==> config.mk <==
export PLATFORM = sky130hd
export DESIGN_NAME = cryptoveril_feeder_flat
export DESIGN_NICKNAME = d
export VERILOG_FILES = /design/src/rtl/cryptoveril_pkg.sv /design/src/rtl/cryptoveril_feeder_if.sv /design/src/rtl/cryptoveril_fifo.sv /design/src/rtl/cryptoveril_feeder.sv /design/src/flat_wrapper.sv
export SDC_FILE = /design/constraint.sdc
export NUM_CORES = 1
export LEC_CHECK = 0
export CORE_UTILIZATION = 25
export DETAILED_ROUTE_END_ITERATION = 16
export DONT_BUFFER_PORTS = 1
export MAX_ROUTING_LAYER = met4
export RECOVER_POWER = 25
export SETUP_SLACK_MARGIN = 0.02
export SYNTH_ARGS = -nofsm -noshare
export SYNTH_HDL_FRONTEND = slang
export SYNTH_SLANG_ARGS = --single-unit
==> constraint.sdc <==
create_clock -name clk1 -period 3.1 [get_ports clk1]
set_input_delay 0.155 -clock clk1 [delete_from_list [all_inputs] [get_ports clk1]]
set_output_delay 0.155 -clock clk1 [all_outputs]
set_load 0.03 [all_outputs]
==> src/rtl/cryptoveril_pkg.sv <==
// Shared definitions for the cryptoveril cipher core, its feeder and benches.
package cryptoveril_pkg;

   localparam int DATA_W = 16;
   localparam int KEY_W  = 5;

   // Feeder sequencing states.
   typedef enum logic [1:0] {
      ST_IDLE    = 2'd0,
      ST_LOAD    = 2'd1,
      ST_RUN     = 2'd2,
      ST_CAPTURE = 2'd3
   } state_t;

endpackage

==> src/rtl/cryptoveril_feeder_if.sv <==
// Plaintext input stream and ciphertext result stream of the feeder.
// The master side is the upstream producer / downstream consumer pair,
// the slave side is the feeder itself.
interface cryptoveril_feeder_if;
   import cryptoveril_pkg::*;

   logic [DATA_W-1:0] in_data;
   logic              in_valid;
   logic              in_ready;
   logic [DATA_W-1:0] res_data;
   logic              res_valid;
   logic              res_ready;

   modport master (
      output in_data, in_valid, res_ready,
      input  in_ready, res_data, res_valid
   );

   modport slave (
      input  in_data, in_valid, res_ready,
      output in_ready, res_data, res_valid
   );

endinterface

==> src/rtl/cryptoveril_fifo.sv <==
// Synchronous plaintext FIFO. DEPTH must be a power of two so the
// read/write pointers wrap on their own. Head word is readable without a pop.
module cryptoveril_fifo
   import cryptoveril_pkg::*;
#(
   parameter  int DEPTH = 4,
   localparam int AW    = $clog2(DEPTH)
) (
   input  logic              clk1,
   input  logic              rst,
   input  logic              i_push,
   input  logic              i_pop,
   input  logic [DATA_W-1:0] i_wdata,
   output logic [DATA_W-1:0] o_rdata,
   output logic [AW:0]       o_count,
   output logic              o_full,
   output logic              o_empty
);

   localparam logic [AW:0]   FULL_CNT = (AW+1)'(DEPTH);
   localparam logic [AW:0]   CNT_ONE  = (AW+1)'(1);
   localparam logic [AW-1:0] PTR_ONE  = AW'(1);

   logic [DATA_W-1:0] r_mem [DEPTH];
   logic [AW-1:0]     r_wr_ptr;
   logic [AW-1:0]     r_rd_ptr;
   logic [AW:0]       r_count;
   logic              w_do_push;
   logic              w_do_pop;

   // Requests are qualified here so a misbehaving caller cannot corrupt the count.
   assign w_do_push = i_push & ~o_full;
   assign w_do_pop  = i_pop & ~o_empty;

   assign o_rdata = r_mem[r_rd_ptr];
   assign o_count = r_count;
   assign o_full  = (r_count == FULL_CNT);
   assign o_empty = (r_count == {(AW+1){1'b0}});

   // Pointer and occupancy bookkeeping.
   always_ff @(posedge clk1) begin
      if (rst) begin
         r_wr_ptr <= {AW{1'b0}};
         r_rd_ptr <= {AW{1'b0}};
         r_count  <= {(AW+1){1'b0}};
      end else begin
         if (w_do_push) begin
            r_wr_ptr <= r_wr_ptr + PTR_ONE;
         end
         if (w_do_pop) begin
            r_rd_ptr <= r_rd_ptr + PTR_ONE;
         end
         case ({w_do_push, w_do_pop})
            2'b10:   r_count <= r_count + CNT_ONE;
            2'b01:   r_count <= r_count - CNT_ONE;
            default: r_count <= r_count;
         endcase
      end
   end

   // Storage array; contents need no reset because the count guards reads.
   always_ff @(posedge clk1) begin
      if (w_do_push) begin
         r_mem[r_wr_ptr] <= i_wdata;
      end
   end

endmodule

==> src/rtl/cryptoveril_feeder.sv <==
// Upstream sequencer for the cryptoveril core: queues plaintext words, keeps
// a key shadow, drives ld/start, waits a fixed latency and returns the
// sampled core output over a valid/ready port.
module cryptoveril_feeder
   import cryptoveril_pkg::*;
#(
   parameter  int FIFO_DEPTH = 4,
   parameter  int LATENCY    = 27,
   localparam int CNT_W      = $clog2(FIFO_DEPTH) + 1
) (
   input  logic               clk1,
   input  logic               rst,
   input  logic [KEY_W-1:0]   key_in,
   input  logic               key_we,
   cryptoveril_feeder_if.slave bus,
   output logic [DATA_W-1:0]  cv_input_data,
   output logic [KEY_W-1:0]   cv_key_bits,
   output logic               cv_ld,
   output logic               cv_start,
   input  logic [DATA_W-1:0]  cv_output_data,
   output logic               busy,
   output logic [CNT_W-1:0]   fifo_count
);

   localparam int               CTR_W    = (LATENCY > 1) ? $clog2(LATENCY) : 1;
   localparam logic [CTR_W-1:0] CTR_LOAD = CTR_W'(LATENCY - 1);
   localparam logic [CTR_W-1:0] CTR_ONE  = CTR_W'(1);

   state_t            r_state;
   logic [CTR_W-1:0]  r_ctr;
   logic [KEY_W-1:0]  r_key;
   logic [DATA_W-1:0] r_cv_input_data;
   logic [KEY_W-1:0]  r_cv_key_bits;
   logic              r_cv_ld;
   logic              r_cv_start;
   logic [DATA_W-1:0] r_res_data;
   logic              r_res_valid;
   logic              r_busy;

   logic              w_push;
   logic              w_pop;
   logic [DATA_W-1:0] w_head;
   logic [CNT_W-1:0]  w_count;
   logic              w_full;
   logic              w_empty;
   logic              w_has_data;

   assign w_has_data = ~w_empty;
   // A full FIFO refuses a word even when a pop happens on the same edge.
   assign w_push     = bus.in_valid & ~w_full;

   cryptoveril_fifo #(
      .DEPTH (FIFO_DEPTH)
   ) u_fifo (
      .clk1    (clk1),
      .rst     (rst),
      .i_push  (w_push),
      .i_pop   (w_pop),
      .i_wdata (bus.in_data),
      .o_rdata (w_head),
      .o_count (w_count),
      .o_full  (w_full),
      .o_empty (w_empty)
   );

   // Pop the head word when the sequencer is ready to start the next one.
   always_comb begin
      w_pop = 1'b0;
      case (r_state)
         ST_IDLE:    w_pop = w_has_data;
         ST_CAPTURE: w_pop = bus.res_ready & w_has_data;
         default:    w_pop = 1'b0;
      endcase
   end

   // Key shadow; only copied to the core when a word is loaded.
   always_ff @(posedge clk1) begin
      if (rst) begin
         r_key <= {KEY_W{1'b0}};
      end else if (key_we) begin
         r_key <= key_in;
      end
   end

   // Sequencer FSM with registered core controls and result port.
   always_ff @(posedge clk1) begin
      if (rst) begin
         r_state         <= ST_IDLE;
         r_ctr           <= {CTR_W{1'b0}};
         r_cv_input_data <= {DATA_W{1'b0}};
         r_cv_key_bits   <= {KEY_W{1'b0}};
         r_cv_ld         <= 1'b0;
         r_cv_start      <= 1'b0;
         r_res_data      <= {DATA_W{1'b0}};
         r_res_valid     <= 1'b0;
         r_busy          <= 1'b0;
      end else begin
         case (r_state)
            ST_IDLE: begin
               if (w_has_data) begin
                  r_cv_input_data <= w_head;
                  r_cv_key_bits   <= r_key;
                  r_cv_ld         <= 1'b1;
                  r_cv_start      <= 1'b1;
                  r_busy          <= 1'b1;
                  r_state         <= ST_LOAD;
               end else begin
                  r_cv_ld    <= 1'b0;
                  r_cv_start <= 1'b0;
                  r_busy     <= 1'b0;
               end
            end
            ST_LOAD: begin
               r_cv_ld <= 1'b0;
               r_ctr   <= CTR_LOAD;
               r_state <= ST_RUN;
            end
            ST_RUN: begin
               if (r_ctr == {CTR_W{1'b0}}) begin
                  r_res_data  <= cv_output_data;
                  r_res_valid <= 1'b1;
                  r_state     <= ST_CAPTURE;
               end else begin
                  r_ctr <= r_ctr - CTR_ONE;
               end
            end
            ST_CAPTURE: begin
               if (bus.res_ready) begin
                  r_res_valid <= 1'b0;
                  if (w_has_data) begin
                     // Chain straight into the next word without visiting IDLE.
                     r_cv_input_data <= w_head;
                     r_cv_key_bits   <= r_key;
                     r_cv_ld         <= 1'b1;
                     r_state         <= ST_LOAD;
                  end else begin
                     r_cv_start <= 1'b0;
                     r_busy     <= 1'b0;
                     r_state    <= ST_IDLE;
                  end
               end
            end
            default: begin
               r_state     <= ST_IDLE;
               r_cv_ld     <= 1'b0;
               r_cv_start  <= 1'b0;
               r_res_valid <= 1'b0;
               r_busy      <= 1'b0;
            end
         endcase
      end
   end

   assign cv_input_data = r_cv_input_data;
   assign cv_key_bits   = r_cv_key_bits;
   assign cv_ld         = r_cv_ld;
   assign cv_start      = r_cv_start;
   assign bus.res_data  = r_res_data;
   assign bus.res_valid = r_res_valid;
   assign busy          = r_busy;
   assign bus.in_ready  = ~w_full;
   assign fifo_count    = w_count;

endmodule

==> src/flat_wrapper.sv <==
// flat-port wrapper written by rule: the top's interface ports become plain ports
module cryptoveril_feeder_flat import cryptoveril_pkg::*;
#(
   parameter  int FIFO_DEPTH = 4,
   parameter  int LATENCY    = 27,
   localparam int CNT_W      = $clog2(FIFO_DEPTH) + 1
)
  (clk1, rst, key_in, key_we, cv_input_data, cv_key_bits, cv_ld, cv_start, cv_output_data, busy, fifo_count, bus_in_data, bus_in_valid, bus_res_ready, bus_in_ready, bus_res_data, bus_res_valid);
  cryptoveril_feeder_if bus_i ();
  input  logic clk1;
  input  logic rst;
  input  logic [KEY_W-1:0] key_in;
  input  logic key_we;
  output logic [DATA_W-1:0] cv_input_data;
  output logic [KEY_W-1:0] cv_key_bits;
  output logic cv_ld;
  output logic cv_start;
  input  logic [DATA_W-1:0] cv_output_data;
  output logic busy;
  output logic [CNT_W-1:0] fifo_count;
  input wire logic [$bits(bus_i.in_data)-1:0] bus_in_data;
  input wire logic [$bits(bus_i.in_valid)-1:0] bus_in_valid;
  input wire logic [$bits(bus_i.res_ready)-1:0] bus_res_ready;
  output wire logic [$bits(bus_i.in_ready)-1:0] bus_in_ready;
  output wire logic [$bits(bus_i.res_data)-1:0] bus_res_data;
  output wire logic [$bits(bus_i.res_valid)-1:0] bus_res_valid;
  assign bus_i.in_data = bus_in_data;
  assign bus_i.in_valid = bus_in_valid;
  assign bus_i.res_ready = bus_res_ready;
  assign bus_in_ready = bus_i.in_ready;
  assign bus_res_data = bus_i.res_data;
  assign bus_res_valid = bus_i.res_valid;
  cryptoveril_feeder #(.FIFO_DEPTH(FIFO_DEPTH), .LATENCY(LATENCY)) u_core (.clk1(clk1), .rst(rst), .key_in(key_in), .key_we(key_we), .bus(bus_i), .cv_input_data(cv_input_data), .cv_key_bits(cv_key_bits), .cv_ld(cv_ld), .cv_start(cv_start), .cv_output_data(cv_output_data), .busy(busy), .fifo_count(fifo_count));
endmodule
==> metrics.csv, run 1 <==
stage;metric;value;unit
worst_hold_path;hold_class;in -> reg;
finish;areaGrowthSynthToFinish;26.8;%
clock_tree;clkSinkCount;125;
timing;finalHoldViolCount;0;
global_routing;grt_pass1_vias;3194;
critical_path;slowest_delay;0.39;ns
critical_path;worstRegToRegCells;9;
critical_path;path_depth;9;
route;vias_per_cell;4.51;
critical_path;critPathArrivalTime;2.77;ns
route;drt_first_pass_iters;4;
timing;post-route-period-util;78.4;%
logic_synthesis;synth_top_area_share;40.2;%
placed_design;port_buffers;0;
route;drc;0;
clock_tree;cts.clk_slew.worst_paths;0.06;ns
floorplanning;dieWidth;140;µm
logic_synthesis;synth_area_per_cell;12.8;µm²
floorplanning;start_util;25.6;%
logic_synthesis;synthTopCellsByCount;81 x nand2_1, 64 x edfxtp_1, 61 x dfxtp_1;
timing;slew_headroom;38.2;%
logic_synthesis;synthTopCellsByArea;edfxtp_1 40%, dfxtp_1 26%, mux4_2 7.5%;
logic_synthesis;yosys_most_used_dff;edfxtp_1;
critical_path;slowest_stage;dfxtp_1;
logic_synthesis;synth_edf_count;64;
global_routing;grt_pass1_wl;16500;µm
finish;fin_cells;669;
timing;max_freq;0.412;GHz
logic_synthesis;yosys.area.top_type;edfxtp_1;
placed_design;pre_cts_slack;0.696;ns
critical_path;critPathBufInv;1;
global_routing;antenna_found_initial;0;
clock_tree;cts_buffer_depth;2;
timing;grt_setup_unrepaired;false;
floorplanning;dieHeight;140;µm
clock_tree;numCtsBuffers;17;
global_routing;grt_start_max_net_pins;61;
clock_tree;clock_latency;0.42;ns
finish;multiInputGateArea;1530;µm²
timing;layout_setup_ws;0.670;ns
critical_path;cp_max_fo;5;
placed_design;dp_cells;593;
placed_design;place_congestion;0.746;
run;drv_cap;0;
floorplanning;core;18700;µm²
critical_path;end_kind;flop;
clock_tree;cts_tree;built;
clock_tree;postCtsSetupBuffers;0;
finish;drive_gt1_share;14.0;%
power_and_ir_drop;power;5.80;mW
critical_path;cp-start-kind;flop;
critical_path;critPathKind;reg -> reg;
route;num_vias;3015;
route;drtIter0Drc;91;
timing;final_max_slew_viol_count;0;
timing;setup_viol;0;
logic_synthesis;ys_seq_area_share;65.7;%
outcome;status;completed;
critical_path;critPathTopFamily;adder cells;
timing;skew;0.00897;ns
timing;tns;0;ns
timing;tightest_slew;0.927;ns
clock_tree;cts_resized;0;
logic_synthesis;synth_cells;373;
floorplanning;design.die.area;19700;µm²
route;drt_wl_total;10600;µm
clock_tree;clockRootBuffer;clkbuf_16;
global_routing;grt_use_total;11.7;%
clock_tree;htree_levels;4;
worst_hold_path;whs_path_depth;3;
finish;register_area;3140;µm²
finish;nets;476;
logic_synthesis;ys_async_sr_fraction;0;%
finish;nFillCells;1846;
logic_synthesis;yosysMostFrequentCell;nand2_1;
timing;period_needed;2.43;ns
floorplanning;std_cell_rows;50;
finish;diodes;0;
logic_synthesis;synth-seq-cells;125;
logic_synthesis;syn-num-nets;427;
route;wl_per_cell;15.8;µm
power_and_ir_drop;p_leak;2.08;nW
critical_path;worstPathCellList;inv_1, ha_1, a21oi_1, nor3_1, ha_1, fa_1, xnor2_1, or3_1, a21oi_1;
floorplanning;ios;87;
placed_design;detailed_place_hpwl;6620;µm
logic_synthesis;ys_warn_count;0;
route;ant_nets;0;
critical_path;r2r_slack;0.67;ns
critical_path;required;3.44;ns
global_routing;grt.overflow.total;0;
power_and_ir_drop;power.density;956;nW/µm²
logic_synthesis;synth_cell_types;40;
logic_synthesis;syn_area;4780;µm²
power_and_ir_drop;ir_worst_vdd;0.000591;V
timing;hold-worst-slack;0.0665;ns
-- kinds of logic after synthesis --
| group | Yosys count | share of synthesized area [%] |
|---|---|---|
| DFF | 125 | 65.7 |
| and+or+nand+nor | 123 | 11.3 |
| AOI/OAI and AO/OA | 55 | 6.70 |
| buffers and inverters | 27 | 2.46 |
| muxes | 25 | 9.44 |
| adders and majority gates | 12 | 3.30 |
| xor gates and xnor gates | 6 | 1.10 |
-- final timing paths --
path                           from                        to
setup / recovery  u_core.r_state[0]  u_core.u_fifo.o_count[2]
hold / removal        bus_res_ready      u_core.bus.res_valid
setup reg to reg  u_core.r_state[0]  u_core.u_fifo.o_count[2]
hold reg to reg     u_core.r_key[0]     u_core.cv_key_bits[0]
-- cells in the final DEF, fill, tap and decap left out, types with 2 or more instances in the layout --
cell	count
nand2_1	81
edfxtp_1	64
dfxtp_1	61
a21oi_1	44
dlygate4sd3_1	43
clkbuf_16	17
nor2_1	16
mux4_2	16
ha_1	11
mux2i_1	8
inv_1	7
inv_8	6
buf_4	6
and3_1	5
nor3_1	4
xnor2_1	4
or3_1	3
inv_6	3
nand2b_1	2
nand3_1	2
xor2_1	2
nor2b_1	2
o21ai_0	2
clkinvlp_4	2
clkinv_4	2
-- repair_timing --
action,4_1_cts,5_1_grt
hold buffers,44,0
endpoints found under the hold margin,125,0
endpoints found under the setup margin,0,0
-- state kept, by name (all words and copies together) (netlist names), named ones only --
signal,flops
u_core.cv_input_data,16
u_core.cv_key_bits,5
u_core.busy,1
u_core.u_fifo.r_mem,64
u_core.u_fifo.r_rd_ptr,2
u_core.r_ctr,5
u_core.cv_ld,1
u_core.bus.res_data,16
u_core.u_fifo.r_wr_ptr,2
u_core.r_state,2
u_core.r_key,5
u_core.u_fifo.o_count,3
u_core.bus.res_valid,1
-- layer usage --
layer	global-route usage, %	part of all wire, %	wire length, µm	up-vias
met1	11.7	41	4350	1472
met4	4.51	1.4	143	0
met5	-	0	0	-
li1	-	-	-	1437
met2	20.8	52	5450	96
met3	4.14	5.9	624	10
-- power breakdown --
part	internal [mW]	leakage [nW]	total, mW	switching (mW)
registers	2.07	1.09	2.63	0.558
logic	0.532	0.714	1.26	0.728
clock network	1.07	0.279	1.91	0.841
-- stage by stage --
step | utilization (%) | instance area (µm²)
final | 32.4 | 6070
after global routing | 32.4 | 6070
after CTS | 32.4 | 6070
after detailed placement | 26.9 | 5030
after global placement | 26.9 | 5030
after floorplan | - | 4780
-- area by class of cell --
| cell class | instances | area share, % |
|---|---|---|
| sequential | 125 | 51.8 |
| multi-input combinational | 221 | 25.2 |
| timing repair buffer | 50 | 8.29 |
| clock buffer | 17 | 7.01 |
| tap | 234 | 4.83 |
| clock inverter | 15 | 2.43 |
| inverter | 7 | 0.433 |
-- worst min-delay path, stage by stage --
cell and delay, ns:
nor2b_1 0.08, nor2_1 0.10, o21a_1 0.10
Note: power is estimated with default switching activity, not from simulation.
==> inputs of run 2 (changes only) <==
clock period = 2.13 ns   (was 3.1 ns; I/O delays follow)
==> run 2 against run 1 <==
Cell count grew 1.9%. Sequential power grew 44%. Largest cell class unchanged. Die area is the same. Cell area grew 3.3%. Flip-flop and latch count is the same. Combinational power grew 69%. Highest routed layer unchanged. Sequential share of layout area shrank 1.4 points.
==> metrics.csv, run 2 (synthesis gave the netlist of run 1 again) <==
stage;metric;value;unit
finish;layout_common_cells;81 x nand2_1, 64 x edfxtp_1, 56 x dfxtp_1;
global_routing;grt_use_total;11.8;%
finish;largest_reg_flops;64;
clock_tree;numCtsBuffers;17;
timing;finalHoldViolCount;0;
floorplanning;std_cell_rows;50;
timing;tightest_slew;0.960;ns
finish;final_common_cell;nand2_1;
outcome;status;completed;
floorplanning;dieHeight;140;µm
floorplanning;dieWidth;140;µm
run;drv_cap;0;
route;drt_wl_total;10600;µm
power_and_ir_drop;ir_worst_vdd;0.000786;V
clock_tree;cts.clk_slew.worst_paths;0.06;ns
critical_path;cp-start-kind;flop;
finish;final_core_util;33.5;%
timing;setup_viol;0;
worst_hold_path;hold_class;in -> reg;
placed_design;detailed_place_hpwl;6670;µm
timing;final_max_slew_viol_count;0;
timing;period_needed;2.02;ns
placed_design;place_congestion;0.744;
route;vias_per_cell;4.44;
timing;max_freq;0.496;GHz
timing;hold-worst-slack;0.0218;ns
global_routing;grt.overflow.total;0;
placed_design;port_buffers;0;
route;num_vias;3025;
clock_tree;cts_buffer_depth;2;
route;ant_nets;0;
timing;slew_headroom;36.0;%
route;drt_first_pass_iters;4;
clock_tree;cts_tree;built;
route;drtIter0Drc;120;
clock_tree;clock_latency;0.41;ns
finish;nets;489;
finish;drive_gt1_share;19.4;%
route;drc;0;
finish;nFillCells;1826;
timing;post-route-period-util;94.7;%
floorplanning;design.die.area;19700;µm²
timing;tns;0;ns
clock_tree;htree_levels;4;
power_and_ir_drop;power.density;1410;nW/µm²
global_routing;grt_pass1_vias;3139;
floorplanning;ios;87;
floorplanning;core;18700;µm²
clock_tree;clockRootBuffer;clkbuf_16;
timing;skew;0.0112;ns
critical_path;cp_max_fo;6;
finish;largest-register;u_core.u_fifo.r_mem;
timing;layout_setup_ws;0.113;ns
global_routing;antenna_found_initial;0;
critical_path;required;2.42;ns
timing;grt_setup_unrepaired;false;
global_routing;grt_pass1_wl;16600;µm
clock_tree;clkSinkCount;125;
floorplanning;start_util;25.6;%
placed_design;pre_cts_slack;-0.0570;ns
finish;fin_cells;682;
critical_path;critPathArrivalTime;2.31;ns
finish;areaGrowthSynthToFinish;31.0;%
critical_path;end_kind;flop;
global_routing;grt_start_max_net_pins;61;
route;wl_per_cell;15.5;µm
finish;diodes;0;
placed_design;dp_cells;604;
power_and_ir_drop;p_leak;2.16;nW
critical_path;critPathKind;reg -> reg;
run 2: area by class of cell:
cell class | instances | area [µm²] | share of cell area, %
Sequential cell | 125 | 3160 | 50.4
Clock inverter | 12 | 163 | 2.60
Tap cell | 234 | 293 | 4.67
Clock buffer | 20 | 447 | 7.13
Inverter | 7 | 26.3 | 0.419
Multi-Input combinational cell | 221 | 1560 | 25.0
Timing Repair Buffer | 63 | 616 | 9.82
run 2: worst max-delay path: stages (launching register included):
cell	delay (ns)
dfxtp_4	0.37
or3b_4	0.40
and2_4	0.19
inv_1	0.07
ha_2	0.20
fa_2	0.44
mux2i_1	0.16
nor2_1	0.06
run 2: metal layers:
| layer | vias up | GRT usage (%) | wire length [µm] |
|---|---|---|---|
| li1 | 1460 | - | - |
| met1 | 1467 | 12.7 | 4570 |
| met2 | 87 | 19.9 | 5220 |
| met3 | 11 | 4.21 | 652 |
| met4 | 0 | 4.57 | 138 |
| met5 | - | - | 0 |
run 2: where the power goes:
part	internal, mW	switching, mW	total, mW
registers	3.03	0.757	3.79
logic	0.947	1.18	2.13
clock network	1.88	1.05	2.93
total	5.86	2.98	8.84
run 2: what timing repair did:
item / 4_1_cts / 5_1_grt
resized for setup: 2 / 4
hold buffers: 45 / 0
endpoints found under the setup margin: 1 / 2
pin swaps: 0 / 1
setup buffers: 1 / 0
hold endpoints to repair: 125 / 0
run 2: path summary, 6_finish.rpt:
path	from	endpoint	slack (ns)	cells after the start
setup / recovery	u_core.u_fifo.o_count[0]	u_core.u_fifo.o_count[1]	0.11	7
hold / removal	bus_res_ready	u_core.bus.res_valid	0.02	3
setup reg to reg	u_core.u_fifo.o_count[0]	u_core.u_fifo.o_count[1]	0.11	7
hold reg to reg	u_core.r_key[0]	u_core.cv_key_bits[0]	0.46	2
run 2: through the flow:
step	total power [mW]	cell area, µm²
finish	8.84	6270
global route	9.32	6270
CTS	8.96	6260
detailed placement	5.87	5160
floorplan	5.19	4820
global placement	5.77	5160
==> inputs of run 3 (changes only) <==
GPL_TIMING_DRIVEN = 0   (was unset)
==> run 3 against run 2 <==
The flow now finishes with violations (negative setup slack). Fmax decreased by 5.8%. Sequential power increased by 1%. Non-clock buffer count decreased by 2. Setup slack got worse by 0.12 ns. First-iteration DRC count decreased by 5.8%. Clock power decreased by 5%. Cell count decreased by 0.29%. Cell area decreased by 2.0%. Critical path depth increased by 1. Worst hold slack improved by 0.092 ns. Routed wire length increased by 0.47%. Critical endpoint is now u_core.u_fifo.o_count[2]. Largest power group unchanged.
==> metrics.csv, run 3 (synthesis gave the netlist of run 1 again) <==
stage;metric;value;unit
outcome;status;finished, violations left;
outcome;violations;negative setup slack;
power_and_ir_drop;p_leak;2.09;nW
global_routing;antenna_found_initial;0;
clock_tree;cts_tree;built;
clock_tree;clockRootBuffer;clkbuf_16;
timing;finalHoldViolCount;0;
clock_tree;cts.clk_slew.worst_paths;0.06;ns
timing;layout_setup_ws;-0.0121;ns
route;drc;0;
route;drt_first_pass_iters;4;
placed_design;detailed_place_hpwl;7250;µm
floorplanning;dieWidth;140;µm
route;num_vias;3044;
timing;max_freq;0.467;GHz
floorplanning;design.die.area;19700;µm²
clock_tree;numCtsBuffers;17;
placed_design;place_area;5110;µm²
critical_path;end_kind;flop;
critical_path;r2r-end;u_core.u_fifo.o_count[2];
worst_hold_path;hold_class;in -> reg;
finish;nets;487;
global_routing;grt_pass1_vias;3153;
worst_hold_path;min_to;u_core.u_fifo.r_wr_ptr[0];
finish;drive_gt1_share;18.4;%
clock_tree;cts_buffer_depth;2;
floorplanning;dieHeight;140;µm
clock_tree;htree_levels;4;
power_and_ir_drop;ir_worst_vdd;0.000785;V
critical_path;cp-start-kind;flop;
worst_hold_path;whs_path_depth;4;
power_and_ir_drop;pwr-share-clk;32.5;%
power_and_ir_drop;swShare;35.8;%
timing;setup_viol;1;
timing;period_needed;2.14;ns
timing;hold-worst-slack;0.114;ns
timing;grt_setup_unrepaired;true;
critical_path;cp_max_fo;6;
global_routing;grt.overflow.total;0;
clock_tree;clock_latency;0.42;ns
finish;largest_reg_flops;64;
worst_hold_path;min_from;bus_in_valid;
critical_path;timing.rr.start;u_core.u_fifo.o_count[2];
route;vias_per_cell;4.48;
power_and_ir_drop;p_int;5.52;mW
power_and_ir_drop;power.net_switching;3.07;mW
global_routing;grt_pass1_wl;16800;µm
critical_path;critPathKind;reg -> reg;
placed_design;port_buffers;0;
floorplanning;start_util;25.6;%
global_routing;grt_use_total;11.9;%
floorplanning;std_cell_rows;50;
route;drt_wl_total;10600;µm
route;wl_per_cell;15.6;µm
timing;skew;0.00731;ns
critical_path;r2r_slack;-0.01;ns
power_and_ir_drop;pwr-share-comb;22.8;%
timing;final_max_slew_viol_count;0;
power_and_ir_drop;p_seq_share;44.7;%
timing;tightest_slew;0.984;ns
timing;post-route-period-util;101;%
placed_design;place_congestion;0.768;
finish;final_common_cell;nand2_1;
finish;largest-register;u_core.u_fifo.r_mem;
run;drv_cap;0;
finish;areaGrowthSynthToFinish;28.4;%
finish;post-route-cell-area;6140;µm²
finish;layout_common_cells;81 x nand2_1, 64 x edfxtp_1, 56 x dfxtp_1;
critical_path;critPathArrivalTime;2.49;ns
clock_tree;clkSinkCount;125;
floorplanning;ios;87;
power_and_ir_drop;power.density;1400;nW/µm²
route;ant_nets;0;
critical_path;required;2.47;ns
critical_path;worstRegToRegCells;8;
finish;diodes;0;
timing;slew_headroom;34.4;%
global_routing;grt_start_max_net_pins;17;
route;drtIter0Drc;113;
floorplanning;core;18700;µm²
-- run 3: changes by cell type in the layout (fill, tap and decap cells not counted), sizes merged --
cell,delta
clkbuf,+9
buf,-8
inv,+7
dlygate4sd3,-6
clkinvlp,-3
bufinv,-2
clkinv,+1
-- run 3: metal layers --
layer	global-route usage [%]	up-vias	share of wire (%)
li1	-	1462	-
met1	12.8	1465	43
met2	19.3	101	48
met3	5.09	16	7.7
met4	5.15	0	1.8
met5	-	-	0
-- run 3: worst max-delay path by stage --
stage | from | end | slack [ns] | depth (start not counted)
global route | u_core.u_fifo.o_count[2] | u_core.u_fifo.o_count[2] | -0.11 | 8
finish | u_core.u_fifo.o_count[2] | u_core.u_fifo.o_count[2] | -0.01 | 8
floorplan | u_core.u_fifo.o_count[2] | u_core.u_fifo.o_count[2] | 0.04 | 8
CTS | u_core.u_fifo.o_count[2] | u_core.u_fifo.o_count[2] | -0.008 | 8
global placement | u_core.r_state[1] | u_core.u_fifo.o_count[2] | -0.08 | 9
detailed placement | u_core.r_state[1] | u_core.u_fifo.o_count[2] | -0.17 | 9
-- run 3: layout make-up --
type / instances / area, µm²
Fill cell: 1843 / 12600
Sequential cell: 125 / 3160
Multi-Input combinational cell: 221 / 1590
Clock buffer: 17 / 425
Timing Repair Buffer: 41 / 403
Tap cell: 234 / 293
Clock inverter: 15 / 149
Buffer: 20 / 93.8
Inverter: 7 / 28.8
-- run 3: per-stage QoR --
stage                     power (mW)  setup TNS, ns  util (%)  worst slack (ns)  std cells
final                           8.59        -0.0121      32.8           -0.0121        680
after global routing            9.04         -0.520      32.8            -0.106        680
after CTS                       8.67       -0.00802      32.7          -0.00802        679
after detailed placement        5.72         -0.192      27.3            -0.167        607
after global placement          5.64        -0.0813      27.3           -0.0813        607
after floorplan                 5.19              0         -            0.0388        373
-- run 3: timing repair --
item                                    4_1_cts  5_1_grt
endpoints found under the setup margin        2       32
pin swaps                                     2        0
hold buffers                                 38        0
gates resized for setup                       6        9
setup buffers                                 2        1
endpoints found under the hold margin        87        0
-- run 3: critical path: stages (launching register included) --
cell and delay [ns]:
dfxtp_4 0.40, or3b_4 0.34, and2_4 0.19, inv_4 0.04, ha_4 0.15, fa_2 0.33
xnor2_1 0.14, or3_1 0.34, a21oi_2 0.12
-- run 3: power by group through the flow --
stage	Combinational, mW	Sequential [mW]	Clock (mW)
after global placement	1.77	3.87	0
after global routing	2.20	3.90	2.94
after CTS	1.97	3.85	2.86
after detailed placement	1.82	3.90	0
final	1.96	3.84	2.79
after floorplan	1.42	3.77	0
